===== config.mk =====
export PLATFORM = sky130hd
export DESIGN_NAME = udp_port_dispatch_flat
export DESIGN_NICKNAME = d
export VERILOG_FILES = /design/src/rtl/udp_rx_pkg.sv /design/src/rtl/udp_port_dispatch_if.sv /design/src/rtl/udp_port_match.sv /design/src/rtl/udp_port_dispatch.sv /design/src/flat_wrapper.sv
export SDC_FILE = /design/constraint.sdc
export NUM_CORES = 1
export LEC_CHECK = 0
export CORE_ASPECT_RATIO = 1.4
export CORE_MARGIN = 4
export CORE_UTILIZATION = 53
export DETAILED_ROUTE_END_ITERATION = 6
export PLACE_DENSITY = 0.8
export SLEW_MARGIN = 20
export SYNTH_ARGS = -nofsm -noshare
export SYNTH_HDL_FRONTEND = slang
export SYNTH_HIERARCHICAL = 1
export SYNTH_SLANG_ARGS = --single-unit

===== constraint.sdc =====
create_clock -name rx_clk -period 3.1 [get_ports rx_clk]
set_input_delay 0.465 -clock rx_clk [delete_from_list [all_inputs] [get_ports rx_clk]]
set_output_delay 0.465 -clock rx_clk [all_outputs]
set_load 0.02 [all_outputs]

===== src/rtl/udp_rx_pkg.sv =====
// Shared definitions for the UDP receive-side dispatcher.
package udp_rx_pkg;

  localparam int unsigned NCH_DEF = 4;
  localparam int unsigned CNT_W   = 16;

  typedef enum logic [1:0] {
    StIdle = 2'd0,
    StWait = 2'd1,
    StPass = 2'd2,
    StDrop = 2'd3
  } rx_state_e;

  // Saturating increment; counters stick at all-ones instead of wrapping.
  function automatic logic [CNT_W-1:0] sat_inc(input logic [CNT_W-1:0] v);
    return (v == '1) ? v : v + 1'b1;
  endfunction

endpackage


===== src/rtl/udp_port_dispatch_if.sv =====
// Payload stream from the UDP unpacker into the dispatcher.
interface udp_port_dispatch_if;

  logic [15:0] des_port;
  logic        udp_pkt_start;
  logic        udp_pkt_en;
  logic [7:0]  udp_pkt_dat;
  logic        udp_pkt_end;

  modport master (
    output des_port,
    output udp_pkt_start,
    output udp_pkt_en,
    output udp_pkt_dat,
    output udp_pkt_end
  );

  modport slave (
    input des_port,
    input udp_pkt_start,
    input udp_pkt_en,
    input udp_pkt_dat,
    input udp_pkt_end
  );

endinterface


===== src/rtl/udp_port_match.sv =====
// Bind table plus lowest-index-wins port lookup.
module udp_port_match
  import udp_rx_pkg::*;
#(
  parameter int unsigned NCH  = NCH_DEF,
  parameter int unsigned IDXW = $clog2(NCH)
) (
  input  logic            rx_clk,
  input  logic            rst_n,
  input  logic            cfg_we,
  input  logic [IDXW-1:0] cfg_idx,
  input  logic [15:0]     cfg_port,
  input  logic            cfg_valid,
  input  logic [15:0]     des_port,
  output logic            hit,
  output logic [IDXW-1:0] hit_idx
);

  logic [15:0] port_q  [NCH];
  logic        valid_q [NCH];

  // Table write; lookups in the write cycle still see the old entry.
  always_ff @(posedge rx_clk or negedge rst_n) begin
    if (!rst_n) begin
      for (int i = 0; i < NCH; i++) begin
        port_q[i]  <= '0;
        valid_q[i] <= 1'b0;
      end
    end else begin
      for (int i = 0; i < NCH; i++) begin
        if (cfg_we && (cfg_idx == IDXW'(i))) begin
          port_q[i]  <= cfg_port;
          valid_q[i] <= cfg_valid;
        end
      end
    end
  end

  // Priority encode: scan high to low so the lowest matching index is left standing.
  always_comb begin
    hit     = 1'b0;
    hit_idx = '0;
    for (int i = NCH - 1; i >= 0; i--) begin
      if (valid_q[i] && (port_q[i] == des_port)) begin
        hit     = 1'b1;
        hit_idx = IDXW'(i);
      end
    end
  end

endmodule


===== src/rtl/udp_port_dispatch.sv =====
// Steers each UDP payload to the consumer channel bound to its destination port.
module udp_port_dispatch
  import udp_rx_pkg::*;
#(
  parameter int unsigned NCH  = NCH_DEF,
  parameter int unsigned IDXW = $clog2(NCH)
) (
  input  logic               rx_clk,
  input  logic               rst_n,
  udp_port_dispatch_if.slave rx,
  input  logic               cfg_we,
  input  logic [IDXW-1:0]    cfg_idx,
  input  logic [15:0]        cfg_port,
  input  logic               cfg_valid,
  output logic [NCH-1:0]     ch_pkt_start,
  output logic [NCH-1:0]     ch_pkt_en,
  output logic [7:0]         ch_pkt_dat,
  output logic [NCH-1:0]     ch_pkt_end,
  output logic [CNT_W-1:0]   drop_cnt,
  output logic [CNT_W-1:0]   pass_cnt
);

  rx_state_e         state_q;
  logic [IDXW-1:0]   ch_q;
  logic [NCH-1:0]    start_q, en_q, end_q;
  logic [7:0]        dat_q;
  logic [CNT_W-1:0]  drop_cnt_q, pass_cnt_q;
  logic              hit;
  logic [IDXW-1:0]   hit_idx;

  function automatic logic [NCH-1:0] to_onehot(input logic [IDXW-1:0] idx);
    logic [NCH-1:0] oh;
    oh      = '0;
    oh[idx] = 1'b1;
    return oh;
  endfunction

  udp_port_match #(
    .NCH  (NCH),
    .IDXW (IDXW)
  ) u_match (
    .rx_clk    (rx_clk),
    .rst_n     (rst_n),
    .cfg_we    (cfg_we),
    .cfg_idx   (cfg_idx),
    .cfg_port  (cfg_port),
    .cfg_valid (cfg_valid),
    .des_port  (rx.des_port),
    .hit       (hit),
    .hit_idx   (hit_idx)
  );

  // Packet FSM with registered channel outputs and counters.
  // A start seen before end closes the old packet as truncated (no pass credit).
  always_ff @(posedge rx_clk or negedge rst_n) begin
    if (!rst_n) begin
      state_q    <= StIdle;
      ch_q       <= '0;
      start_q    <= '0;
      en_q       <= '0;
      end_q      <= '0;
      dat_q      <= '0;
      drop_cnt_q <= '0;
      pass_cnt_q <= '0;
    end else begin
      start_q <= '0;
      en_q    <= '0;
      end_q   <= '0;
      dat_q   <= '0;
      unique case (state_q)
        StIdle: begin
          if (rx.udp_pkt_start) state_q <= StWait;
        end
        StWait: begin
          if (rx.udp_pkt_en && hit) begin
            ch_q    <= hit_idx;
            start_q <= to_onehot(hit_idx);
            en_q    <= to_onehot(hit_idx);
            dat_q   <= rx.udp_pkt_dat;
          end
          if (rx.udp_pkt_end || rx.udp_pkt_start) begin
            if (rx.udp_pkt_en && hit) begin
              end_q <= to_onehot(hit_idx);
              if (rx.udp_pkt_end) pass_cnt_q <= sat_inc(pass_cnt_q);
            end else begin
              drop_cnt_q <= sat_inc(drop_cnt_q);
            end
            state_q <= rx.udp_pkt_start ? StWait : StIdle;
          end else if (rx.udp_pkt_en) begin
            state_q <= hit ? StPass : StDrop;
          end
        end
        StPass: begin
          if (rx.udp_pkt_en) begin
            en_q  <= to_onehot(ch_q);
            dat_q <= rx.udp_pkt_dat;
          end
          if (rx.udp_pkt_end || rx.udp_pkt_start) begin
            end_q <= to_onehot(ch_q);
            if (rx.udp_pkt_end) pass_cnt_q <= sat_inc(pass_cnt_q);
            state_q <= rx.udp_pkt_start ? StWait : StIdle;
          end
        end
        StDrop: begin
          if (rx.udp_pkt_end || rx.udp_pkt_start) begin
            drop_cnt_q <= sat_inc(drop_cnt_q);
            state_q    <= rx.udp_pkt_start ? StWait : StIdle;
          end
        end
        default: state_q <= StIdle;
      endcase
    end
  end

  assign ch_pkt_start = start_q;
  assign ch_pkt_en    = en_q;
  assign ch_pkt_end   = end_q;
  assign ch_pkt_dat   = dat_q;
  assign drop_cnt     = drop_cnt_q;
  assign pass_cnt     = pass_cnt_q;

endmodule


===== src/flat_wrapper.sv =====
// flat-port wrapper written by rule: the top's interface ports become plain ports
module udp_port_dispatch_flat import udp_rx_pkg::*;
#(
  parameter int unsigned NCH  = NCH_DEF,
  parameter int unsigned IDXW = $clog2(NCH)
)
  (rx_clk, rst_n, cfg_we, cfg_idx, cfg_port, cfg_valid, ch_pkt_start, ch_pkt_en, ch_pkt_dat, ch_pkt_end, drop_cnt, pass_cnt, rx_des_port, rx_udp_pkt_start, rx_udp_pkt_en, rx_udp_pkt_dat, rx_udp_pkt_end);
  udp_port_dispatch_if rx_i ();
  input  logic rx_clk;
  input  logic rst_n;
  input  logic cfg_we;
  input  logic [IDXW-1:0] cfg_idx;
  input  logic [15:0] cfg_port;
  input  logic cfg_valid;
  output logic [NCH-1:0] ch_pkt_start;
  output logic [NCH-1:0] ch_pkt_en;
  output logic [7:0] ch_pkt_dat;
  output logic [NCH-1:0] ch_pkt_end;
  output logic [CNT_W-1:0] drop_cnt;
  output logic [CNT_W-1:0] pass_cnt;
  input wire logic [$bits(rx_i.des_port)-1:0] rx_des_port;
  input wire logic [$bits(rx_i.udp_pkt_start)-1:0] rx_udp_pkt_start;
  input wire logic [$bits(rx_i.udp_pkt_en)-1:0] rx_udp_pkt_en;
  input wire logic [$bits(rx_i.udp_pkt_dat)-1:0] rx_udp_pkt_dat;
  input wire logic [$bits(rx_i.udp_pkt_end)-1:0] rx_udp_pkt_end;
  assign rx_i.des_port = rx_des_port;
  assign rx_i.udp_pkt_start = rx_udp_pkt_start;
  assign rx_i.udp_pkt_en = rx_udp_pkt_en;
  assign rx_i.udp_pkt_dat = rx_udp_pkt_dat;
  assign rx_i.udp_pkt_end = rx_udp_pkt_end;
  udp_port_dispatch #(.NCH(NCH), .IDXW(IDXW)) u_core (.rx_clk(rx_clk), .rst_n(rst_n), .rx(rx_i), .cfg_we(cfg_we), .cfg_idx(cfg_idx), .cfg_port(cfg_port), .cfg_valid(cfg_valid), .ch_pkt_start(ch_pkt_start), .ch_pkt_en(ch_pkt_en), .ch_pkt_dat(ch_pkt_dat), .ch_pkt_end(ch_pkt_end), .drop_cnt(drop_cnt), .pass_cnt(pass_cnt));
endmodule

==> impl_metrics.prom, run 1 <==
# TYPE chip_impl_metric gauge
chip_impl_metric{name="drt_wl_total",unit="um"} 14900
chip_impl_metric{name="num-fill-cells",unit=""} 744
chip_impl_info{name="synth.top_cells.by_count",value="sky130_fd_sc_hd__dfrtp_1, sky130_fd_sc_hd__xnor2_1, sky130_fd_sc_hd__mux2_2"} 1
chip_impl_metric{name="clock_latency",unit="ns"} 0.42
chip_impl_metric{name="detailedRoute.firstPassIterationCount",unit=""} 4
chip_impl_metric{name="post-route-drc-count",unit=""} 0
chip_impl_metric{name="die_area",unit="um2"} 13100
chip_impl_info{name="outcome",value="finished clean"} 1
chip_impl_metric{name="final.setup_skew",unit="ns"} 0.0118
chip_impl_info{name="cts.root.buffer_cell",value="sky130_fd_sc_hd__clkbuf_16"} 1
chip_impl_metric{name="floorplan.initialDensity",unit=""} 0.548
chip_impl_metric{name="core-area",unit="um2"} 11000
chip_impl_metric{name="dieHeight",unit="um"} 134
chip_impl_info{name="crit_path_cell_trace",value="clkdlybuf4s50_1, xor2_1, nor4_2, nand4_1, o2bb2ai_1, or2_4, and3_1, nor3_2, o21ai_0, xnor2_1"} 1
chip_impl_metric{name="final-seq-area",unit="um2"} 3100
chip_impl_info{name="synth.most_common_cell",value="sky130_fd_sc_hd__dfrtp_1"} 1
chip_impl_metric{name="sequential_cell_area_fraction_in_the_yosys_report",unit=""} 0.516
chip_impl_metric{name="io_buffer_count",unit=""} 100
chip_impl_metric{name="nets",unit=""} 681
chip_impl_info{name="worst_hold_path_type",value="primary input to asynchronous set/reset pin"} 1
chip_impl_metric{name="via_count",unit=""} 4340
chip_impl_metric{name="finalSetupViolations",unit=""} 0
chip_impl_metric{name="diodes",unit=""} 0
chip_impl_metric{name="fraction_of_final_layout_cells_sized_beyond_drive_strength_1",unit=""} 0.240
chip_impl_metric{name="crit_path_max_incr_delay",unit="ns"} 0.61
chip_impl_metric{name="boundaryPins",unit=""} 101
chip_impl_metric{name="static-leakage-power",unit="nW"} 3.38
chip_impl_info{name="synth_top_cell_by_area",value="sky130_fd_sc_hd__dfrtp_1"} 1
chip_impl_metric{name="grt_first_pass_wirelength",unit="um"} 24300
chip_impl_metric{name="timing.setup.tns",unit="ns"} 0
chip_impl_metric{name="cts_resized",unit=""} 0
chip_impl_metric{name="grt_use_total",unit=""} 0.238
chip_impl_metric{name="vdd.ir_drop.worst",unit="uV"} 614
chip_impl_metric{name="timing.final.crit_share",unit=""} 0.943
chip_impl_metric{name="cts.path.max_buffers",unit=""} 2
chip_impl_info{name="worst_setup_path_start_kind",value="primary input"} 1
chip_impl_metric{name="syn_inst",unit=""} 487
chip_impl_metric{name="max_cap_violations",unit=""} 0
chip_impl_metric{name="first_global_vias",unit=""} 4805
chip_impl_metric{name="worst-endpoint-arrival",unit="ns"} 3.21
chip_impl_info{name="tritoncts",value="yes"} 1
chip_impl_info{name="cpMaxStageDelayCell",value="sky130_fd_sc_hd__clkdlybuf4s50_1"} 1
chip_impl_metric{name="synthArstFlopShare",unit=""} 1.00
chip_impl_metric{name="max_clock_freq",unit="MHz"} 342
chip_impl_info{name="end_kind",value="flip-flop"} 1
chip_impl_metric{name="grt_antenna_before_repair",unit=""} 0
chip_impl_metric{name="syn-cell-area",unit="um2"} 6020
chip_impl_metric{name="post_synth_num_cell_types",unit=""} 57
chip_impl_metric{name="die_width",unit="um"} 98.0
chip_impl_metric{name="yosys_warns",unit=""} 6
chip_impl_info{name="ys_dominant_reg_cell",value="sky130_fd_sc_hd__dfrtp_1"} 1
chip_impl_metric{name="synth_largest_type_area_fraction",unit=""} 0.516
chip_impl_metric{name="clkSinkCount",unit=""} 124
chip_impl_metric{name="synth-seq-cells",unit=""} 124
chip_impl_info{name="grt_setup_unrepaired",value="false"} 1
chip_impl_metric{name="power_per_cell_area",unit="nW/um2"} 694
chip_impl_metric{name="slew_headroom",unit=""} 0.559
chip_impl_metric{name="cts.clk_slew.worst_paths",unit="ns"} 0.06
chip_impl_info{name="path_class",value="primary input to flip-flop"} 1
chip_impl_metric{name="layout-area-overhead-vs-synth",unit="%"} 33.8
chip_impl_metric{name="grt_max_degree",unit=""} 76
chip_impl_metric{name="avgSynthCellArea",unit="um2"} 12.4
chip_impl_metric{name="synth-edff-count",unit=""} 0
chip_impl_metric{name="detail_route.vias_per_cell",unit=""} 5.57
chip_impl_metric{name="postCtsHoldBufs",unit=""} 0
chip_impl_metric{name="drt-initial-drc-count",unit=""} 142
chip_impl_metric{name="grt_overflow",unit=""} 0
chip_impl_info{name="synth.top_cells.by_area",value="sky130_fd_sc_hd__dfrtp_1, sky130_fd_sc_hd__mux2_2, sky130_fd_sc_hd__xnor2_1"} 1
chip_impl_metric{name="cts_htree_levels",unit=""} 4
chip_impl_metric{name="tightestPinTransition",unit="ns"} 0.656
chip_impl_metric{name="detailed_place_hpwl",unit="um"} 10700
chip_impl_metric{name="path_max_fanout",unit=""} 7
chip_impl_metric{name="rows",unit=""} 45
chip_impl_metric{name="hold_vio_cnt_final",unit=""} 0
chip_impl_metric{name="numCtsBuffers",unit=""} 17
chip_impl_metric{name="post-cts-setup-buffer-count",unit=""} 0
chip_impl_metric{name="report.final.slew_viol_count",unit=""} 0
chip_impl_metric{name="cp.required",unit="ns"} 3.39
chip_impl_metric{name="ant_nets",unit=""} 0
chip_impl_metric{name="final_period_minus_worst_setup_slack",unit="ns"} 2.92
chip_impl_metric{name="route.detailed.wl_per_inst",unit="um"} 19.2
chip_impl_metric{name="finalWeightedCongestion",unit=""} 0.906
chip_impl_metric{name="total_area_of_multi_input_combinational_cells",unit="um2"} 2860
chip_impl_metric{name="synth.net_count",unit=""} 543
chip_impl_metric{name="hold-worst-slack",unit="ns"} 0.0669
where the power goes:
group	total, mW	switching, mW	internal [mW]
sequential	2.11	0.233	1.88
clock	2.17	0.700	1.47
combinational	1.31	0.634	0.678
cell type report:
cell class / count / share of cell area
clock inverter: 11 / 0.0235
timing repair buffer: 129 / 0.153
clock buffer: 21 / 0.0572
multi-input combinational: 345 / 0.356
inverter: 8 / 0.00373
tap: 141 / 0.0219
sequential: 124 / 0.385
state kept, by name, indices dropped and copies added (netlist names):
name                    count
u_core/state_q              2
u_core/ch_pkt_start         4
u_core/ch_pkt_en            4
u_core/ch_q                 2
u_core/u_match/valid_q      4
u_core/drop_cnt            16
u_core/ch_pkt_end           4
u_core/ch_pkt_dat           8
u_core/pass_cnt            16
u_core/u_match/port_q      64
worst paths after layout:
path	start	endpoint	slack (ns)	depth (start not counted)
setup / recovery	rx_des_port[11]	u_core/drop_cnt[3]	0.18	10
hold / removal	rst_n	u_core/u_match/port_q[34]	0.07	1
setup reg to reg	u_core/u_match/port_q[27]	u_core/pass_cnt[10]	0.47	10
hold reg to reg	u_core/u_match/valid_q[2]	u_core/u_match/valid_q[2]	0.50	1
max in group asynchronous	rst_n	u_core/u_match/port_q[29]	2.21	2
min in group rx_clk	u_core/u_match/valid_q[2]	u_core/u_match/valid_q[2]	0.50	1
cells in the final DEF (no fill, tap or decap), types with 5 or more instances in the layout:
cell type                         synthesis  final
sky130_fd_sc_hd__o21ai_0                 10     10
sky130_fd_sc_hd__nand3_1                 17     17
sky130_fd_sc_hd__nand2_1                 22     22
sky130_fd_sc_hd__clkdlybuf4s50_1          0     99
sky130_fd_sc_hd__ha_1                     7      7
sky130_fd_sc_hd__nor2_1                  12     12
sky130_fd_sc_hd__xnor2_1                 69     66
sky130_fd_sc_hd__bufinv_16                0      5
sky130_fd_sc_hd__xor2_1                  21     21
sky130_fd_sc_hd__dfrtp_1                124    124
sky130_fd_sc_hd__nand4_1                 19     19
sky130_fd_sc_hd__buf_4                    2     29
sky130_fd_sc_hd__and3_1                   6      6
sky130_fd_sc_hd__mux2_4                  10     10
sky130_fd_sc_hd__nor4_1                   8      7
sky130_fd_sc_hd__clkbuf_16                0     17
sky130_fd_sc_hd__mux2_2                  61     61
sky130_fd_sc_hd__and2_1                  12     12
sky130_fd_sc_hd__nor3_1                   6      6
sky130_fd_sc_hd__inv_1                    8      8
sky130_fd_sc_hd__a21oi_1                  8      8
cells by family (layout without fill, tap and decap cells):
logic type / count (synthesis) / after routing / share of synthesized area
AO/OA/AOI/OAI: 46 / 46 / 0.0526
XOR/XNOR: 90 / 90 / 0.131
adder cells (fa/ha/maj): 7 / 7 / 0.0146
buffers and inverters: 18 / 169 / 0.0143
flip-flops: 124 / 124 / 0.516
multiplexers: 73 / 73 / 0.143
AND/OR/NAND/NOR: 129 / 129 / 0.129
layer usage:
metal,up-vias,GRT usage,share of wire
met5,-,0,0
met4,0,0.158,0.055
met3,51,0.0619,0.040
met2,136,0.408,0.53
met1,2131,0.256,0.38
li1,2022,-,-
worst max-delay path, delay by kind of cell:
kind            cells  cell delay (ns)
simple gates        5             1.24
buf+inv             1             0.61
xor+xnor            2             0.54
compound gates      2             0.34
stage by stage:
step | area (um2) | cells | setup WS (ns) | power, mW | utilization
after detailed placement | 7360 | 747 | -0.227 | 3.42 | 0.671
after floorplan | 6020 | 487 | 0.668 | 2.87 | -
final | 8050 | 779 | 0.178 | 5.59 | 0.733
after global placement | 7360 | 747 | -0.152 | 3.36 | 0.671
after global routing | 8050 | 779 | 0.0244 | 5.85 | 0.733
after CTS | 8010 | 779 | 0.143 | 5.62 | 0.730
Power figures use the tool's default switching activity.
==> run 2, diff against run 1 <==
--- a/config.mk
+++ b/config.mk
@@ -8,6 +8,7 @@
 export CORE_ASPECT_RATIO = 1.4
 export CORE_MARGIN = 4
 export CORE_UTILIZATION = 53
+export CTS_CLUSTER_DIAMETER = 40
 export DETAILED_ROUTE_END_ITERATION = 6
 export PLACE_DENSITY = 0.8
 export SLEW_MARGIN = 20
==> results of run 2 <==
Final layout, timing and power as in run 1 (identical DEF).
